### src/rtl/assoc_table_pkg.sv
// Shared types for the associative key/value table: request opcodes,
// response status codes and controller states.
package assoc_table_pkg;

  localparam int OP_W     = 3;
  localparam int STATUS_W = 2;

  typedef enum logic [OP_W-1:0] {
    INSERT = 3'd0,
    LOOKUP = 3'd1,
    EXISTS = 3'd2,
    DELETE = 3'd3,
    CLEAR  = 3'd4
  } op_e;

  typedef enum logic [STATUS_W-1:0] {
    OK        = 2'd0,
    NOT_FOUND = 2'd1,
    FULL      = 2'd2
  } status_e;

  typedef enum logic [1:0] {
    IDLE = 2'd0,
    SCAN = 2'd1,
    CLR  = 2'd2,
    RESP = 2'd3
  } state_e;

endpackage

### src/rtl/assoc_table_store.sv
// Key/value/valid storage with one asynchronous indexed read port, one write
// port and a single-cycle clear of every valid flag.
module assoc_table_store #(
  parameter int DEPTH = 8,
  parameter int KEY_W = 16,
  parameter int VAL_W = 32,
  parameter int IDX_W = $clog2(DEPTH)
) (
  input  logic             clk,
  input  logic             rst_n,
  input  logic [IDX_W-1:0] rd_idx,
  output logic [KEY_W-1:0] rd_key,
  output logic [VAL_W-1:0] rd_val,
  output logic             rd_vld,
  input  logic             wr_en,
  input  logic [IDX_W-1:0] wr_idx,
  input  logic [KEY_W-1:0] wr_key,
  input  logic [VAL_W-1:0] wr_val,
  input  logic             wr_vld,
  input  logic             clr_all
);

  logic [KEY_W-1:0] key_mem [DEPTH];
  logic [VAL_W-1:0] val_mem [DEPTH];
  logic [DEPTH-1:0] vld_q;

  assign rd_key = key_mem[rd_idx];
  assign rd_val = val_mem[rd_idx];
  assign rd_vld = vld_q[rd_idx];

  always_ff @(posedge clk) begin
    if (!rst_n) begin
      vld_q <= '0;
    end else if (clr_all) begin
      vld_q <= '0;
    end else if (wr_en) begin
      vld_q[wr_idx] <= wr_vld;
    end
  end

  // Key and value contents carry no reset; only the valid flags define liveness.
  always_ff @(posedge clk) begin
    if (wr_en) begin
      key_mem[wr_idx] <= wr_key;
      val_mem[wr_idx] <= wr_val;
    end
  end

endmodule

### src/rtl/assoc_table_ctrl.sv
// Request sequencer for the associative table: linear scan FSM, lowest free
// slot tracking, live entry count and a held valid/ready response.
module assoc_table_ctrl
  import assoc_table_pkg::*;
#(
  parameter int DEPTH = 8,
  parameter int KEY_W = 16,
  parameter int VAL_W = 32,
  parameter int CNT_W = $clog2(DEPTH+1)
) (
  input  logic                clk,
  input  logic                rst_n,
  input  logic                req_valid,
  output logic                req_ready,
  input  logic [OP_W-1:0]     req_op,
  input  logic [KEY_W-1:0]    req_key,
  input  logic [VAL_W-1:0]    req_val,
  output logic                resp_valid,
  input  logic                resp_ready,
  output logic [STATUS_W-1:0] resp_status,
  output logic [VAL_W-1:0]    resp_val,
  output logic [CNT_W-1:0]    num,
  output logic                full
);

  localparam int                IDX_W     = $clog2(DEPTH);
  localparam logic [IDX_W-1:0] LAST_IDX  = IDX_W'(DEPTH-1);
  localparam logic [CNT_W-1:0] DEPTH_CNT = CNT_W'(DEPTH);

  function automatic logic [CNT_W-1:0] sat_inc(input logic [CNT_W-1:0] c);
    return (c >= DEPTH_CNT) ? c : c + 1'b1;
  endfunction

  function automatic logic [CNT_W-1:0] sat_dec(input logic [CNT_W-1:0] c);
    return (c == '0) ? c : c - 1'b1;
  endfunction

  state_e                state_q, state_d;
  logic [IDX_W-1:0]      idx_q, idx_d;
  logic [OP_W-1:0]       op_q, op_d;
  logic [KEY_W-1:0]      key_q;
  logic [VAL_W-1:0]      val_q;
  logic                  free_found_q, free_found_d;
  logic [IDX_W-1:0]      free_idx_q, free_idx_d;
  logic [CNT_W-1:0]      num_q, num_d;
  logic [STATUS_W-1:0]   status_q, status_d;
  logic [VAL_W-1:0]      rval_q, rval_d;

  logic [KEY_W-1:0]      rd_key;
  logic [VAL_W-1:0]      rd_val;
  logic                  rd_vld;
  logic                  wr_en, wr_vld, clr_all;
  logic [IDX_W-1:0]      wr_idx;
  logic                  accept, hit, op_known;

  assign req_ready   = rst_n && (state_q == IDLE);
  assign accept      = req_valid && req_ready;
  assign resp_valid  = (state_q == RESP);
  assign resp_status = status_q;
  assign resp_val    = rval_q;
  assign num         = num_q;
  assign full        = (num_q == DEPTH_CNT);
  assign hit         = rd_vld && (rd_key == key_q);
  assign op_known    = (op_q <= 3'(DELETE));

  assoc_table_store #(
    .DEPTH (DEPTH),
    .KEY_W (KEY_W),
    .VAL_W (VAL_W),
    .IDX_W (IDX_W)
  ) u_store (
    .clk     (clk),
    .rst_n   (rst_n),
    .rd_idx  (idx_q),
    .rd_key  (rd_key),
    .rd_val  (rd_val),
    .rd_vld  (rd_vld),
    .wr_en   (wr_en),
    .wr_idx  (wr_idx),
    .wr_key  (key_q),
    .wr_val  (val_q),
    .wr_vld  (wr_vld),
    .clr_all (clr_all)
  );

  always_comb begin
    state_d      = state_q;
    idx_d        = idx_q;
    op_d         = op_q;
    free_found_d = free_found_q;
    free_idx_d   = free_idx_q;
    num_d        = num_q;
    status_d     = status_q;
    rval_d       = rval_q;
    wr_en        = 1'b0;
    wr_idx       = idx_q;
    wr_vld       = 1'b1;
    clr_all      = 1'b0;
    case (state_q)
      IDLE: begin
        if (accept) begin
          op_d         = req_op;
          idx_d        = '0;
          free_found_d = 1'b0;
          free_idx_d   = '0;
          state_d      = (req_op == 3'(CLEAR)) ? CLR : SCAN;
        end
      end
      SCAN: begin
        idx_d = idx_q + 1'b1;
        if (!rd_vld && !free_found_q) begin
          free_found_d = 1'b1;
          free_idx_d   = idx_q;
        end
        if (!op_known) begin
          status_d = NOT_FOUND;
          rval_d   = '0;
          state_d  = RESP;
        end else if (hit) begin
          status_d = OK;
          rval_d   = '0;
          state_d  = RESP;
          case (op_q)
            3'(INSERT): wr_en = 1'b1;
            3'(LOOKUP): rval_d = rd_val;
            3'(DELETE): begin
              wr_en  = 1'b1;
              wr_vld = 1'b0;
              num_d  = sat_dec(num_q);
            end
            default: ;
          endcase
        end else if (idx_q == LAST_IDX) begin
          // Final entry missed too; the free slot may be this very entry.
          rval_d  = '0;
          state_d = RESP;
          if (op_q == 3'(INSERT)) begin
            if (free_found_q || !rd_vld) begin
              wr_en    = 1'b1;
              wr_idx   = free_found_q ? free_idx_q : idx_q;
              num_d    = sat_inc(num_q);
              status_d = OK;
            end else begin
              status_d = FULL;
            end
          end else begin
            status_d = NOT_FOUND;
          end
        end
      end
      CLR: begin
        clr_all  = 1'b1;
        num_d    = '0;
        status_d = OK;
        rval_d   = '0;
        state_d  = RESP;
      end
      RESP: begin
        if (resp_ready) state_d = IDLE;
      end
      default: state_d = IDLE;
    endcase
  end

  always_ff @(posedge clk) begin
    if (!rst_n) begin
      state_q      <= IDLE;
      idx_q        <= '0;
      op_q         <= '0;
      free_found_q <= 1'b0;
      free_idx_q   <= '0;
      num_q        <= '0;
      status_q     <= OK;
      rval_q       <= '0;
    end else begin
      state_q      <= state_d;
      idx_q        <= idx_d;
      op_q         <= op_d;
      free_found_q <= free_found_d;
      free_idx_q   <= free_idx_d;
      num_q        <= num_d;
      status_q     <= status_d;
      rval_q       <= rval_d;
    end
  end

  always_ff @(posedge clk) begin
    if (accept) begin
      key_q <= req_key;
      val_q <= req_val;
    end
  end

endmodule

### config.mk
export PLATFORM = sky130hd
export DESIGN_NAME = assoc_table_ctrl
export DESIGN_NICKNAME = d
export VERILOG_FILES = /design/src/rtl/assoc_table_pkg.sv /design/src/rtl/assoc_table_store.sv /design/src/rtl/assoc_table_ctrl.sv
export SDC_FILE = /design/constraint.sdc
export NUM_CORES = 1
export LEC_CHECK = 0
export CAP_MARGIN = 15
export CORE_MARGIN = 5
export CORE_UTILIZATION = 43
export CTS_CLUSTER_DIAMETER = 120
export CTS_CLUSTER_SIZE = 10
export DETAILED_ROUTE_END_ITERATION = 16
export SYNTH_ARGS = -nofsm -noshare
export SYNTH_HDL_FRONTEND = slang
export SYNTH_SLANG_ARGS = --single-unit
### constraint.sdc
create_clock -name clk -period 13.92 [get_ports clk]
set_clock_uncertainty 0.15 [all_clocks]
set_input_delay 2.784 -clock clk [delete_from_list [all_inputs] [get_ports clk]]
set_output_delay 2.784 -clock clk [all_outputs]
set_load 0.03 [all_outputs]
* Word level (Yosys, flattened, before mapping)
Memory sizes are Yosys's and may differ from the RTL's. A register that Yosys moved wholly into a read port is not among the register bits.
Index checks and enable logic that the tools add are counted.
W data, S select, Z words.
** Cells by class
- Add/sub/neg operators :: 3
- Multipliers :: 0
- Divide/modulo/power cells :: 0
- Magnitude comparators :: 5
- Eq/ne operators :: 20
- Shifts and indexed selects :: 0
- Muxes and demuxes :: 64
- Bitwise operators :: 1
- Reductions and logical operators :: 21
** Operator list (number)
- $mux W32 :: 4
- $pmux W32 S2 :: 1
- $mux W3 :: 13
- $mux W4 :: 8
- $mux W2 :: 11
- $mux W1 :: 18
- $eq A16 B16 Y1 :: 1
- $ne A3 B3 Y1 const B :: 5
- $pmux W3 S2 :: 2
- $bwmux W8 :: 1
- $lt A3 B4 Y1 const B :: 2
- $pmux W2 S4 :: 1
- $pmux W4 S2 :: 1
- $reduce_and A8 Y1 :: 1
- $eq A3 B3 Y1 const B :: 2
- $ne A2 B2 Y1 const B :: 3
- $reduce_and A2 Y1 :: 3
- $reduce_and A3 Y1 :: 2
- $logic_and A1 B1 Y1 :: 5
- $add A4 B1 Y4 const B :: 1
- $eq A2 B2 Y1 const B :: 2
- $eq A4 B4 Y1 const B :: 1
- $ge A4 B4 Y1 const B :: 1
- $logic_not A4 Y1 :: 1
- 21 further kinds :: 24
** Word-level totals
- Bits in registers :: 106
- Bits in latches :: 0
- RAM bits :: 384
- ROM bits :: 0
- Input port bits :: 55
- Memories kept :: 2
** Memories
- u_store.val_mem :: words 8, width 32, read ports 1, clocked after Yosys merged registers in 1, wr ports 1, RTL line assoc_table_store.sv:24 : logic [VAL_W-1:0] val_mem [DEPTH];
- u_store.key_mem :: words 8, width 16, read ports 1, clocked after Yosys merged registers in 1, wr ports 1, RTL line assoc_table_store.sv:23 : logic [KEY_W-1:0] key_mem [DEPTH];

* Logic depth before layout (Yosys ltp)
- Depth in word-level cells :: 15
- Mapped depth :: 16

* Cells and area by module
Synthesis repeated with hierarchy kept, for this count alone.
** Unflattened totals
- Cells, all modules :: 956
- Area total of the unflattened synthesis :: 18930.7 um2
** By module, submodules not included
- assoc_table_store :: instances 1, cells an instance 597, area each 14836.7 um2, sequential area each 11691.2 um2
- assoc_table_ctrl :: instances 1, cells an instance 359, area each 4093.9 um2, sequential area each 2442.3 um2

* Least setup slack after synthesis
No wires, ideal clock.
- Path type :: input port to output port
- From :: in rst_n
- To :: out req_ready
- Arrival time :: 3.568 ns
- Data required time :: 10.986 ns
- Path slack :: 7.418 ns
- Stages on the path :: 3
- Path buffers :: 2
- Cells stage by stage :: clkbuf_1 -> clkbuf_1 -> and2_1
** On the way
- Cells in the longest elaborated chain, start to end :: 1
** RTL lines
- start, declared :: RTL line assoc_table_ctrl.sv:12 : input logic rst_n,
- $logic_and A1 B1 Y1 :: RTL line assoc_table_ctrl.sv:56 : assign req_ready = rst_n && (state_q == IDLE);
- end, declared :: RTL line assoc_table_ctrl.sv:14 : output logic req_ready,
Every way passes these cells.

* Final worst setup path
Ends and elaborated chain as after synthesis.

==> reports/results.ini <==
[setup_path]
cp-start-kind = input pin
crit_end = req_ready
crit_type = input pin to output port
crit_path_start = rst_n
slowest_delay_ns = 0.67
rrSetupSlack_ns = 7.76
required_ns = 10.99
ff2ff_path_depth = 12
crit_fanout = 55
crit_slowest_cell = clkdlybuf4s50_1
r2r-end = u_store.val_mem[1][11]$_DFFE_PP_
arrival_ns = 4.22
cp_cell_sequence = buf_2 -> buf_4 -> and2_1 -> clkdlybuf4s50_1
endpoint_kind = output port

[floorplan]
num_rows = 77
die_h_um = 221
fp.dieW_um = 221
core_mm2 = 0.0440
initial_utilization = 0.434
die-area_mm2 = 0.0487
io_pins = 96

[synthesis]
synthTopCellsByArea = edfxtp_1 (68%), mux4_2 (11%), dfxtp_1 (6.4%), mux2i_1 (2.9%), a21boi_1 (1.3%)
synth_edf_count = 432
ys_ff_latch = 493
syn_area_per_cell_um2 = 19.0
yosysTopAreaCell = edfxtp_1
mappedNetlistArea_mm2 = 0.0191
synthCells = 1004
seq_area_frac_synth = 0.743
async_reset_ff_frac = 0
synth_nets = 1069
yosys.area.top_type_share = 0.680
yosys_warnings = 0
synthFlopType = edfxtp_1
synth_cell_type_count = 64

[sta]
post-route-period-util = 0.514
max_freq_ghz = 0.140
period_needed_ns = 7.16
hold_viol = 0
setup_viol = 0
max_slew_margin = 0.322
maxSlewViolCount = 0
rsz0062_at_grt = false
finalSetupTns_ns = 0
worstMarginPinSlew_ns = 1.02

[hold_path]
holdCritPathClass = flop to flop
min_from = resp_val[12]$_SDFFE_PN0P_

[power]
comb_power_share = 0.084
clock_power_share = 0.390
swShare = 0.226
total_power_uw = 3270
p_leak_uw = 0.00671
pwr-share-seq = 0.526
power.net_switching_uw = 740
max-vdd-ir-drop_v = 0.000103
p_int_uw = 2530
power.density_mw_per_mm2 = 147

[detailed_routing]
drc = 0
drt_wl_total_um = 39000
drt-initial-drc-count = 561
ant_nets = 0
dr_total_vias = 9343
wire_per_inst_um = 22.2
viasPerCell = 5.31
drt_first_pass_iters = 5

[global_route]
grt_busiest_layer = met2
grt_pass1_vias = 9648
grt_antenna_before_repair = 0
grt_pass1_wl_um = 59600
gr-usage-met3 = 0.0323
grt_use_met2 = 0.258
grt_max_degree = 57
use_met1 = 0.233
gr-usage-all-layers = 0.162
grt.overflow.total = 0

[clock_network]
clock_latency_ns = 0.59
post_cts_buffers = 0
cts_tree = yes
cts_buffers = 55
ctsResizeCount = 0
hold_buffers = 0
h-tree-depth = 2
cts.sinks = 493
clockRootBuffer = clkbuf_16
clockBufferDepth = 3
clk_transition_reported_paths_ns = 0.06

[run_status]
status = finished, final reports clean

[finish]
fillers = 3598
final_core_util = 0.506
antennaDiodeCount = 0
finalNetCount = 1186
drive_gt1_frac = 0.161
syn_to_final_growth_pct = 16.6

[placed_design]
hpwl_um = 20700
place.gp.congestion = 0.763
io_buffers = 95

[run]
cap_violations = 0

## worst min path at each step
| stage | endpoint | slack, ns | cells after the start |
|---|---|---|---|
| floorplan | u_store.vld_q[7]$_SDFFE_PP0P_ | 0.29 | 2 |
| finish | resp_val[12]$_SDFFE_PN0P_ | 0.30 | 2 |
| CTS | resp_val[25]$_SDFFE_PN0P_ | 0.30 | 2 |
| global route | resp_val[25]$_SDFFE_PN0P_ | 0.32 | 2 |
| global placement | resp_val[25]$_SDFFE_PN0P_ | 0.29 | 2 |
| detailed placement | resp_val[12]$_SDFFE_PN0P_ | 0.30 | 2 |
## layout by cell type, fill, tap and decap left out, types with 3 or more instances in the layout
cell type / netlist / final
or2_2: 4 / 4
nand2_1: 56 / 56
nand4_1: 4 / 4
a22oi_1: 4 / 4
and2_4: 0 / 7
xor2_1: 3 / 3
clkbuf_1: 22 / 45
o2bb2ai_1: 4 / 4
nand2b_1: 12 / 12
a21boi_0: 4 / 4
nor2b_1: 15 / 14
mux4_2: 90 / 90
a32o_1: 4 / 4
o21ai_0: 7 / 7
nor2_1: 17 / 17
o32ai_1: 4 / 4
dfxtp_4: 0 / 3
buf_4: 2 / 9
inv_1: 11 / 11
edfxtp_1: 432 / 432
mux2_2: 7 / 7
a21boi_1: 34 / 34
clkdlybuf4s50_1: 0 / 94
or3_1: 6 / 6
nor4_1: 6 / 6
nor3_1: 5 / 5
o22ai_1: 6 / 6
ha_1: 9 / 9
and2_1: 11 / 4
or2_0: 28 / 28
mux2i_1: 56 / 56
clkbuf_16: 0 / 55
xnor2_1: 11 / 11
dfxtp_1: 61 / 58
nand3_1: 11 / 11
## critical path: cells and delay by family
kind          cells  cell delay, ns
simple gates      1            0.21
buf+inv           3            1.19
## area by class of cell
type / count / area (µm²) / area share
multi-input combinational: 455 / 4670 / 0.210
sequential: 493 / 14200 / 0.638
tap: 592 / 741 / 0.0333
inverter: 11 / 41.3 / 0.00186
timing repair buffer: 105 / 1040 / 0.0468
clock buffer: 100 / 1550 / 0.0694
clock inverter: 2 / 17.5 / 0.000787
## metal layers
layer | up-vias | share of wire | wire, µm
li1 | 4246 | - | -
met1 | 4839 | 0.46 | 17900
met2 | 202 | 0.48 | 18700
met3 | 56 | 0.042 | 1650
met4 | 0 | 0.019 | 737
met5 | - | 0 | 0
## cells by family (layout without fill, tap and decap cells)
family,after synthesis,after routing,synth area share
mux,153,153,0.140
flops,493,493,0.743
buf+inv,56,218,0.0138
compound gates,89,89,0.0355
simple gates,189,189,0.0541
xor+xnor,14,14,0.00642
fa+ha+maj,10,10,0.00695
## stage by stage
step,hold slack (ns),cell area (µm²),instances,worst slack (ns)
after floorplan,0.286,19100,1004,7.42
after global placement,0.292,20700,1655,6.75
after detailed placement,0.296,20700,1655,6.73
after CTS,0.304,22200,1757,6.74
after global routing,0.320,22300,1758,6.67
final,0.301,22300,1758,6.76
## synthesized netlist by cell type (all sizes together), types with 2 or more instances
library cell  number
a21boi            38
edfxtp           432
or2               34
nor4               7
nand3b             2
a32o               4
xor2               3
nand4              4
a21oi              3
clkbuf            22
o211ai             2
mux4              90
ha                 9
mux2               7
nor3               6
o2bb2ai            4
xnor2             11
o22ai              6
buf               23
and3b              2
nand2             56
a32oi              2
nand3             11
nor2b             15
o32ai              4
o21ai              8
nor2              17
mux2i             56
and3               2
or3                6
a22oi              4
nand2b            12
inv               11
and2              11
dfxtp             61
or4                2
## registers in the layout, indices dropped and copies added (netlist names), named ones only
name and count:
u_store.vld_q 8, resp_status 2, free_found_q 1, key_q 16
free_idx_q 3, num 4, idx_q 3, op_q 3
u_store.val_mem 256, resp_val 32, val_q 32, u_store.key_mem 128
state_q 2
## power by group through the flow
stage	clock (µW)	combinational, µW	sequential [µW]
finish	1280	273	1720
detailed placement	0	265	1750
global placement	0	263	1750
global route	1380	300	1730
floorplan	0	211	1710
CTS	1310	266	1720
No activity file was read; power rests on OpenSTA's default activity.
==> edit, RTL diff (same settings) <==
Register the output `resp_status` once more, cleared by the reset; this adds one clock of latency there. The other outputs are not delayed to match.
--- a/src/rtl/assoc_table_ctrl.sv
+++ b/src/rtl/assoc_table_ctrl.sv
@@ -58,3 +58,9 @@
   assign resp_valid  = (state_q == RESP);
-  assign resp_status = status_q;
+  always_ff @(posedge clk) begin
+    if (!rst_n) begin
+      resp_status <= '0;
+    end else begin
+      resp_status <= status_q;
+    end
+  end
   assign resp_val    = rval_q;
Check against the original RTL: not equivalent (a bounded check fails within 4 cycles, from zero or initial values and one cycle with rst_n low).
==> edit against the unedited design <==
- area after synthesis fell by 1.6%
- worst hold slack is essentially flat
- wire length is 4.3% lower
- final cell count fell by 3.5%
- largest cell class unchanged
- worst setup slack got worse by 0.44 ns
- sequential cell count up 2
- cell area down 0.67%
- critical endpoint unchanged
- sequential share of layout area grew 0.61 points
- power is 1.8% lower
- fmax decreased by 5.8%
==> edit: results (changes against the unedited design) <==
| Metric | Value |
|---|---|
| Met1 usage in global routing | 0.225 (-0.00843) |
| R2r endpoint | u_store.key_mem[7][9] |
| Largest net degree at the start of global routing | 54 (-5.3%) |
| Status | finished clean |
| Placed Cells | 1595 (-3.6%) |
| Vias per cell | 5.34 (+0.42%) |
| Net Count, Synth | 1004 (-6.1%) |
| Worst Path Max Fanout | 25 (-55%) |
| Detail Route met2 WL | 17700 um (-5.1%) |
| Wire length on met1 | 17200 um (-4.1%) |
| GR Util All Layers | 0.157 (-0.00511) |
| Synth cell count leaders | edfxtp_1 (432), mux4_2 (86), mux2i_1 (80), dfxtp_1 (63), nand2_1 (35) |
| Mapped Cells | 939 (-6.5%) |
| Cells taking the most area after synthesis | edfxtp_1 (69%), mux4_2 (10%), dfxtp_1 (6.7%) |
| Initial DRC Count | 560 (-0.18%) |
| Final RePlAce weighted congestion | 0.734 (-3.8%) |
| Internal power contribution | 2.50 mW (-1.1%) |
| Worst hold stages | 1 (-1) |
| Metal3 WL | 1750 um (+5.6%) |
| First-pass GRT wire length | 57100 um (-4.1%) |
| Wirelength per Cell | 22.0 um (-0.78%) |
| Sequential Power Share | 0.531 (+0.005) |
| Leak pwr | 6.70 nW (-0.19%) |
| Min-delay src | status_q[0] |
| Vias in the first global route | 9448 (-2.1%) |
| Worst r2r path cells | 9 (-3) |
| DP Wirelength | 20200 um (-2.8%) |
| VDD IR-drop max | 91.3 uV (-11%) |
| M3 GR Usage | 0.0326 (+0.000267) |
==> edit: changes by cell type after synthesis, sizes merged, moves of 8 or more <==
cell,before,now
a21boi,38,2
or2,34,3
o2bb2ai,4,32
mux2i,56,80
nand2,56,35
nor2,17,9
==> edit: layout make-up <==
cell class / instances / area [um2]
Tap cell: 585 / 732
Sequential cell: 495 / 14200
Clock inverter: 2 / 15.0
Inverter: 10 / 37.5
Clock buffer: 99 / 1540
Timing Repair Buffer: 110 / 1060
Fill cell: 3459 / 21100
Multi-Input combinational cell: 395 / 4470
==> edit: logic make-up (layout without fill, tap and decap cells) <==
kind of cell               Yosys count  after routing  share of synthesized area
muxes                              166            166                      0.146
DFF                                495            495                      0.757
xor gates and xnor gates            12             12                    0.00559
AOI/OAI and AO/OA                   93             93                     0.0388
and+or+nand+nor                    114            114                     0.0336
adders and majority gates           10             10                    0.00706
buffers and inverters               49            221                     0.0119
==> edit: how the worst max path moves through the flow <==
stage                endpoint  start  slack [ns]
global route        req_ready  rst_n        6.25
floorplan           req_ready  rst_n        7.40
finish              req_ready  rst_n        6.32
CTS                 req_ready  rst_n        6.32
global placement    req_ready  rst_n        6.35
detailed placement  req_ready  rst_n        6.34
==> edit: per-stage QoR <==
step / setup slack [ns] / instance area, um2 / hold slack (ns) / util / total power [mW]
after floorplan: 7.40 / 18800 / 0.272 / - / 1.89
after global placement: 6.35 / 20600 / 0.288 / 0.476 / 1.97
after detailed placement: 6.34 / 20600 / 0.289 / 0.476 / 1.98
after CTS: 6.32 / 22100 / 0.307 / 0.512 / 3.26
after global routing: 6.25 / 22100 / 0.322 / 0.512 / 3.34
final: 6.32 / 22100 / 0.301 / 0.512 / 3.21
==> edit: critical path, cell delays in order <==
cell and delay [ns]:
clkdlybuf4s50_1 0.98, and2_1 0.23, clkdlybuf4s50_1 0.67
